<file path="src/rtl/counter_pkg.sv">
// Shared definitions for the 10..40 counter stage and its BCD display converter:
// converter FSM encoding, BCD digit geometry and the counter range limits.
package counter_pkg;

  typedef enum logic [1:0] {
    ST_IDLE  = 2'd0,
    ST_SHIFT = 2'd1,
    ST_DONE  = 2'd2
  } state_t;

  localparam int BCD_DIGIT_W = 4;
  localparam int ADD3_THRESH = 5;
  localparam int COUNT_MIN   = 10;
  localparam int COUNT_MAX   = 40;

endpackage

</file>
<file path="src/rtl/count_bin2bcd_seq_digit_adj.sv">
// Single BCD digit correction for shift/add-3: digits of 5 or more get +3 so the
// following left shift carries correctly into the next decimal place.
module bcd_digit_adj
  import counter_pkg::*;
(
  input  logic [BCD_DIGIT_W-1:0] digit_i,
  output logic [BCD_DIGIT_W-1:0] digit_o
);

  assign digit_o = (digit_i >= BCD_DIGIT_W'(ADD3_THRESH)) ? digit_i + BCD_DIGIT_W'(3)
                                                          : digit_i;

endmodule

</file>
<file path="src/rtl/count_bin2bcd_seq.sv">
// Sequential binary-to-BCD converter (shift/add-3, one input bit per clock) with start/done handshake.
// Optional macro BIN2BCD_AUTO_EN: also start a conversion whenever bin_in differs from the last captured value.
module count_bin2bcd_seq
  import counter_pkg::*;
#(
  parameter int WIDTH  = 8,
  parameter int DIGITS = 3
) (
  input  logic                  clk,
  input  logic                  reset_ah_in,
  input  logic [WIDTH-1:0]      bin_in,
  input  logic                  start_in,
  output logic [4*DIGITS-1:0]   bcd_out,
  output logic                  busy_out,
  output logic                  done_out
);

  localparam int SCR_W = BCD_DIGIT_W * DIGITS;
  localparam int CNT_W = (WIDTH > 1) ? $clog2(WIDTH) : 1;

  state_t               state_q, state_d;
  logic [CNT_W-1:0]     cnt_q, cnt_d;
  logic [WIDTH-1:0]     shift_q, shift_d;
  logic [SCR_W-1:0]     scratch_q, scratch_d;
  logic [SCR_W-1:0]     scratch_adj;
  logic [SCR_W-1:0]     bcd_q, bcd_d;
  logic                 done_q, done_d;
  logic [SCR_W+WIDTH-1:0] shifted;
  logic                 go;

`ifdef BIN2BCD_AUTO_EN
  logic [WIDTH-1:0]     last_bin_q, last_bin_d;
  assign go = start_in | (bin_in != last_bin_q);
`else
  assign go = start_in;
`endif

  for (genvar g = 0; g < DIGITS; g++) begin : g_adj
    bcd_digit_adj u_adj (
      .digit_i (scratch_q[g*BCD_DIGIT_W +: BCD_DIGIT_W]),
      .digit_o (scratch_adj[g*BCD_DIGIT_W +: BCD_DIGIT_W])
    );
  end

  // Corrected digits and the remaining binary bits move left together as one register.
  assign shifted = {scratch_adj, shift_q} << 1;

  always_comb begin
    state_d   = state_q;
    cnt_d     = cnt_q;
    shift_d   = shift_q;
    scratch_d = scratch_q;
    bcd_d     = bcd_q;
    done_d    = 1'b0;
`ifdef BIN2BCD_AUTO_EN
    last_bin_d = last_bin_q;
`endif
    case (state_q)
      ST_IDLE: begin
        if (go) begin
          shift_d   = bin_in;
          scratch_d = '0;
          cnt_d     = CNT_W'(WIDTH - 1);
          state_d   = ST_SHIFT;
`ifdef BIN2BCD_AUTO_EN
          last_bin_d = bin_in;
`endif
        end
      end
      ST_SHIFT: begin
        scratch_d = shifted[SCR_W+WIDTH-1:WIDTH];
        shift_d   = shifted[WIDTH-1:0];
        if (cnt_q == '0) begin
          state_d = ST_DONE;
        end else begin
          cnt_d = cnt_q - CNT_W'(1);
        end
      end
      ST_DONE: begin
        bcd_d   = scratch_q;
        done_d  = 1'b1;
        state_d = ST_IDLE;
      end
      default: state_d = ST_IDLE;
    endcase
  end

  always_ff @(posedge clk) begin
    if (reset_ah_in) begin
      state_q   <= ST_IDLE;
      cnt_q     <= '0;
      shift_q   <= '0;
      scratch_q <= '0;
      bcd_q     <= '0;
      done_q    <= 1'b0;
`ifdef BIN2BCD_AUTO_EN
      last_bin_q <= '0;
`endif
    end else begin
      state_q   <= state_d;
      cnt_q     <= cnt_d;
      shift_q   <= shift_d;
      scratch_q <= scratch_d;
      bcd_q     <= bcd_d;
      done_q    <= done_d;
`ifdef BIN2BCD_AUTO_EN
      last_bin_q <= last_bin_d;
`endif
    end
  end

  assign bcd_out  = bcd_q;
  assign busy_out = (state_q == ST_SHIFT);
  assign done_out = done_q;

endmodule

</file>
<file path="config.mk">
export PLATFORM = sky130hd
export DESIGN_NAME = count_bin2bcd_seq
export DESIGN_NICKNAME = d
export VERILOG_FILES = /design/src/rtl/counter_pkg.sv /design/src/rtl/count_bin2bcd_seq_digit_adj.sv /design/src/rtl/count_bin2bcd_seq.sv
export SDC_FILE = /design/constraint.sdc
export NUM_CORES = 1
export LEC_CHECK = 0
export CAP_MARGIN = 10
export CORE_ASPECT_RATIO = 0.5
export CORE_UTILIZATION = 23
export CTS_BUF_LIST = sky130_fd_sc_hd__clkbuf_2 sky130_fd_sc_hd__clkbuf_4 sky130_fd_sc_hd__clkbuf_8
export DETAILED_ROUTE_END_ITERATION = 12
export HOLD_SLACK_MARGIN = 0.05
export PLACE_DENSITY_LB_ADDON = 0.05
export SYNTH_ARGS = -nofsm -noshare
export SYNTH_HDL_FRONTEND = slang
export SYNTH_SLANG_ARGS = --single-unit
</file>
<file path="constraint.sdc">
create_clock -name clk -period 2.2 [get_ports clk]
set_clock_uncertainty 0.1 [all_clocks]
set_input_delay 0.44 -clock clk [delete_from_list [all_inputs] [get_ports clk]]
set_output_delay 0.44 -clock clk [all_outputs]
set_load 0.03 [all_outputs]
</file>
== Word-level counts from Yosys, hierarchy flattened ==
Index checks and enable logic that the tools add are counted.

* Add/sub/neg operators: 4
* Mux-type cells: 14
* Reductions and logical operators: 6
* Eq/ne operators: 5
* Magnitude comparators: 3

{| class="wikitable"
|+ Operators by type and width
! operator !! count
|-
| $pmux 12 s2 || 1
|-
| $pmux 8 s2 || 1
|-
| $ge 4x3->1 const B || 3
|-
| $mux 12 || 1
|-
| $mux 3 || 3
|-
| $add 4x2->4 const B || 2
|-
| $mux 4 || 2
|-
| $mux 8 || 1
|-
| $pmux 3 s2 || 1
|-
| $mux 2 || 2
|-
| $ne 2x2->1 const B || 2
|-
| $pmux 2 s2 || 1
|-
| $reduce_and 2->1 || 2
|-
| $add 3x2->3 const B || 1
|-
| $logic_not 3->1 || 1
|-
| $reduce_and 3->1 || 1
|-
| $sub 3x1->3 const B || 1
|-
| $eq 2x1->1 const B || 1
|-
| $eq 2x2->1 const B || 1
|-
| $logic_not 2->1 || 1
|-
| $ne 2x1->1 const B || 1
|-
| $reduce_bool 2->1 || 1
|-
| $mux 1 || 1
|}

* Flip-flop bits (word level): 38
* Logic and storage cells: 38
* Output and inout bits: 14

== Depth between registers and ports, before layout ==
* Depth after elaboration: 3
* Mapped depth: 7
* Depth with buffers taken out: 7

== Hierarchy ==
From an unflattened synthesis, not the netlist that was laid out.

* Cell total of the unflattened synthesis: 203
* Area total of the unflattened synthesis: 1,751.7 µm²

{| class="wikitable"
|+ Modules (own cells, without submodules)
! module !! seq. area each (µm²) !! area an instance (µm²) !! instances !! cells an instance
|-
| count_bin2bcd_seq || 760.7 || 1,447.6 || 1 || 155
|-
| bcd_digit_adj || 0.0 || 101.3 || 3 || 16
|}

== Worst setup path after synthesis ==
Ideal clock, no wire load.

* Kind: reg-to-reg
* Start: register cnt_q[0]
* End: register cnt_q[1]
* Buffers on the path: 0
* Cell stages (with the launch flop): 8
* Slack: 0.685 ns
* Data arrival time: 1.324 ns
* Clock period less this slack: 1.515 ns
* Library setup time: 0.091 ns
* Data required time: 2.009 ns
* Cell sequence: dfxtp_1 > inv_1 > ha_1 > ha_1 > nand2b_1 > a21oi_2 > nor2_1 > a311oi_1

* Longest elaborated chain between the ends: 3
* Elaborated cells between the ends (all ways): 6
* Those cells by class: add/sub (1); eq/ne (1); mux (2); reduce/logical (2)

{| class="wikitable"
|+ RTL lines
! item !! RTL line !! source
|-
| start, declared || count_bin2bcd_seq.sv:22 || <nowiki>logic [CNT_W-1:0] cnt_q, cnt_d;</nowiki>
|-
| start signal, assigned || count_bin2bcd_seq.sv:101 || <nowiki>cnt_q <= cnt_d;</nowiki>
|-
| $sub 3x1->3 / $logic_not 3->1 (equally long branches) || count_bin2bcd_seq.sv:76, count_bin2bcd_seq.sv:73 ||
|-
| $mux 3 / $ne 2x2->1 (equally long branches) || n/a ||
|-
| $pmux 3 s2 / $reduce_and 3->1 (equally long branches) || n/a ||
|}

Several ways; a longest one is shown, not always the timed one. The select of a mux whose other input is x is not followed.
A chain may end at the register's enable or synchronous reset.

== Final worst setup path ==
* Start: register state_q[0]
* End: output port busy_out

* Longest elaborated chain between the ends: 1

{| class="wikitable"
|+ RTL lines
! item !! RTL line !! source
|-
| start, declared || count_bin2bcd_seq.sv:21 || <nowiki>state_t state_q, state_d;</nowiki>
|-
| start signal, assigned || count_bin2bcd_seq.sv:100 || <nowiki>state_q <= state_d;</nowiki>
|-
| $eq 2x1->1 || count_bin2bcd_seq.sv:113 || <nowiki>assign busy_out = (state_q == ST_SHIFT);</nowiki>
|-
| end, declared || count_bin2bcd_seq.sv:14 || <nowiki>output logic busy_out,</nowiki>
|}

No other way between the ends.

==> metrics.md <==
| Metric | Value |
|---|---|
| Data required time of the worst path | 1.66 ns |
| Number of antenna violations at the first check in global routing | 0 |
| Total power | 1.44 mW |
| N_diodes | 0 |
| Die width | 123 µm |
| Unique masters post-synth | 32 |
| Post-synth top area cell | dfxtp_1 |
| Crit path launch type | flip-flop |
| Clock sinks | 38 |
| CP arrival | 1.52 ns |
| H-Tree Depth | 2 |
| Pin count of the biggest net entering global routing | 24 |
| Run status | completed |
| DRC errors left | 0 |
| Synthesized Nets | 214 |
| Critical path's largest stage delay | 0.66 ns |
| Vias in the first global route | 1,300 |
| Total track usage | 11.6% |
| Syn avg cell area | 8.58 µm² |
| Synth top area cells | dfxtp_1, nand2_1, a21oi_1 |
| Hold crit path type | flip-flop to flip-flop |
| Worst-Skew Late Latency | 0.29 ns |
| Final critical-path required period | 2.06 ns |
| DR iter-0 viols | 20 |
| DIE AREA | 7640 µm² |
| Post-DP HPWL | 2730 µm |
| Post-CTS sizing | 1 |
| Highest-count cells in the layout ignoring fill and taps | dfxtp_1, nand2_1, clkdlybuf4s50_1 |
| Share of layout cells above drive strength 1 | 10.7% |
| Core Box Area | 6860 µm² |
| Kind of end point of the critical path | primary output |
| Setup CP Type | flip-flop to primary output |
| FP Rows | 21 |
| Die H | 62.3 µm |
| Max-cap viol count | 0 |
| Final ANT Viol Nets | 0 |
| DRT Pass-1 Iters | 4 |
| RePlAce Congestion | 0.717 |
| Worst path bufs/invs | 2 |
| Leakage power | 0.784 nW |
| First-pass GRT wire length | 6650 µm |
| Longest Clk Path Bufs | 2 |
| TritonCTS Buffers | 5 |
| Starting density of the core | 24.4% |
| Synth top area share | 45.5% |
| I/O Buffers | 24 |
| Setup bufs post-CTS | 0 |
| Hold Slack | 0.354 ns |
| Crit path cell chain | nand2b_4 -> inv_2 -> clkdlybuf4s50_1 |
| IO Count | 25 |
| FMAX | 0.486 GHz |
| Final max-slew violation count | 0 |
| Area Overhead vs Synth | 27.0% |
| CTS tree | built |
| Final setup vio count | 0 |
| Total gr overflow | 0 |
| Pwr/cell area | 679 nW/µm² |
| Slew headroom | 54.5% |
| Hold-fix buffers at CTS | 0 |
| Worst VDD drop | 220 µV |
| Top cell family by delay on the critical path | buffers and inverters |
| Clk Tree Root Cell | clkbuf_8 |
| Clk pin slew, worst setup/hold paths | 0.07 ns |
| Period utilization | 93.5% |
| Synth Instances | 195 |
| Fin Setup TNS | 0 ns |
| Final hold vios | 0 |
| Sequential area share after synthesis | 45.5% |
| DRT Wirelength | 3990 µm |
| Vias per inst | 4.30 |
| Mapped Area | 1670 µm² |
| Critical path's slowest cell | clkdlybuf4s50_1 |
| Worst Path Max Fanout | 8 |
| Via count | 1,363 |
| Synthesized flop and latch total | 38 |
| NumNets Final | 243 |
| Worst-margin pin slew | 0.680 ns |
| RSZ-0062 raised after global routing | false |
| Leading cell type in the layout, fill and taps excluded | dfxtp_1 |
| Synth warn | 0 |
| Routed length per instance | 12.6 µm |
==> worst reg2reg max path, stage by stage, from the launching register on <==
cell,delay (ns)
dfxtp_1,0.35
inv_1,0.05
ha_1,0.19
ha_1,0.20
nand2b_1,0.15
a21oi_2,0.24
nor2_1,0.06
a311oi_1,0.23
==> worst paths after layout <==
| kind | start | endpoint | slack, ns | cells after the start |
|---|---|---|---|---|
| max | state_q[0]$_SDFFE_PP0P_ | busy_out | 0.14 | 3 |
| min | bcd_out[9]$_SDFFE_PP0P_ | bcd_out[9]$_SDFFE_PP0P_ | 0.35 | 2 |
| max reg2reg | cnt_q[0]$_SDFFE_PP0P_ | cnt_q[1]$_SDFFE_PP0P_ | 0.55 | 7 |
| min reg2reg | bcd_out[9]$_SDFFE_PP0P_ | bcd_out[9]$_SDFFE_PP0P_ | 0.35 | 2 |
==> cell families (layout without fill, tap and decap cells) <==
logic type	Yosys count	in the layout	synth area share, %
and+or+nand+nor	75	75	20.1
AOI/OAI and AO/OA	46	46	18.4
DFF	38	38	45.5
buffers and inverters	20	50	5.61
adders and majority gates	8	8	5.98
xor gates and xnor gates	5	5	2.62
muxes	3	3	1.80
==> cells in the mapped netlist <==
cell type  count
dfxtp_1       38
nand2_1       36
a21oi_1       20
nor2_1        19
inv_1         10
a22o_1         8
ha_1           8
a311oi_1       7
nand2b_1       6
o21ai_0        5
buf_2          3
mux2i_1        3
nand3_1        3
nor3_1         3
xnor2_1        3
a211oi_1       2
buf_4          2
clkbuf_1       2
nor2_2         2
nor2b_1        2
xor2_1         2
a21oi_2        1
a22oi_1        1
a32oi_1        1
and2_1         1
buf_1          1
buf_6          1
inv_2          1
nand2b_4       1
nor2_4         1
o221a_2        1
or2_2          1
==> flip-flops by register name (all words and copies together) (netlist names) <==
register,cells
state_q,2
done_out,1
cnt_q,3
shift_q,8
bcd_out,12
scratch_q,12
==> layer usage <==
| layer | part of all wire [%] | wire length (µm) | vias up | track usage [%] |
|---|---|---|---|---|
| met5 | 0 | 0 | - | 0 |
| met1 | 55 | 2190 | 626 | 16.3 |
| met2 | 40 | 1600 | 17 | 16.2 |
| met3 | 4.7 | 188 | 2 | 4.87 |
| li1 | - | - | 718 | - |
| met4 | 0.28 | 11 | 0 | 2.29 |
==> stage by stage <==
| stage | cell area [µm²] | cells | util [%] | worst slack, ns |
|---|---|---|---|---|
| after CTS | 2120 | 317 | 31.0 | 0.112 |
| after detailed placement | 2030 | 309 | 29.6 | 0.137 |
| final | 2120 | 317 | 31.0 | 0.143 |
| after global placement | 2030 | 309 | 29.6 | 0.163 |
| after floorplan | 1670 | 195 | - | 0.685 |
| after global routing | 2120 | 317 | 31.0 | 0.0691 |
==> cell type report <==
type	instances	area, µm²
sequential	38	762
clock buffer	6	82.6
clock inverter	2	12.5
fill	740	4730
multi-input combinational	137	818
timing repair buffer	31	293
inverter	11	41.3
tap	92	115
==> report_power, final <==
group	internal, mW	leakage (nW)	switching (mW)
registers	0.718	0.310	0.0218
clock network	0.252	0.0472	0.262
logic	0.0812	0.427	0.108
Note: power is estimated with default switching activity, not from simulation.
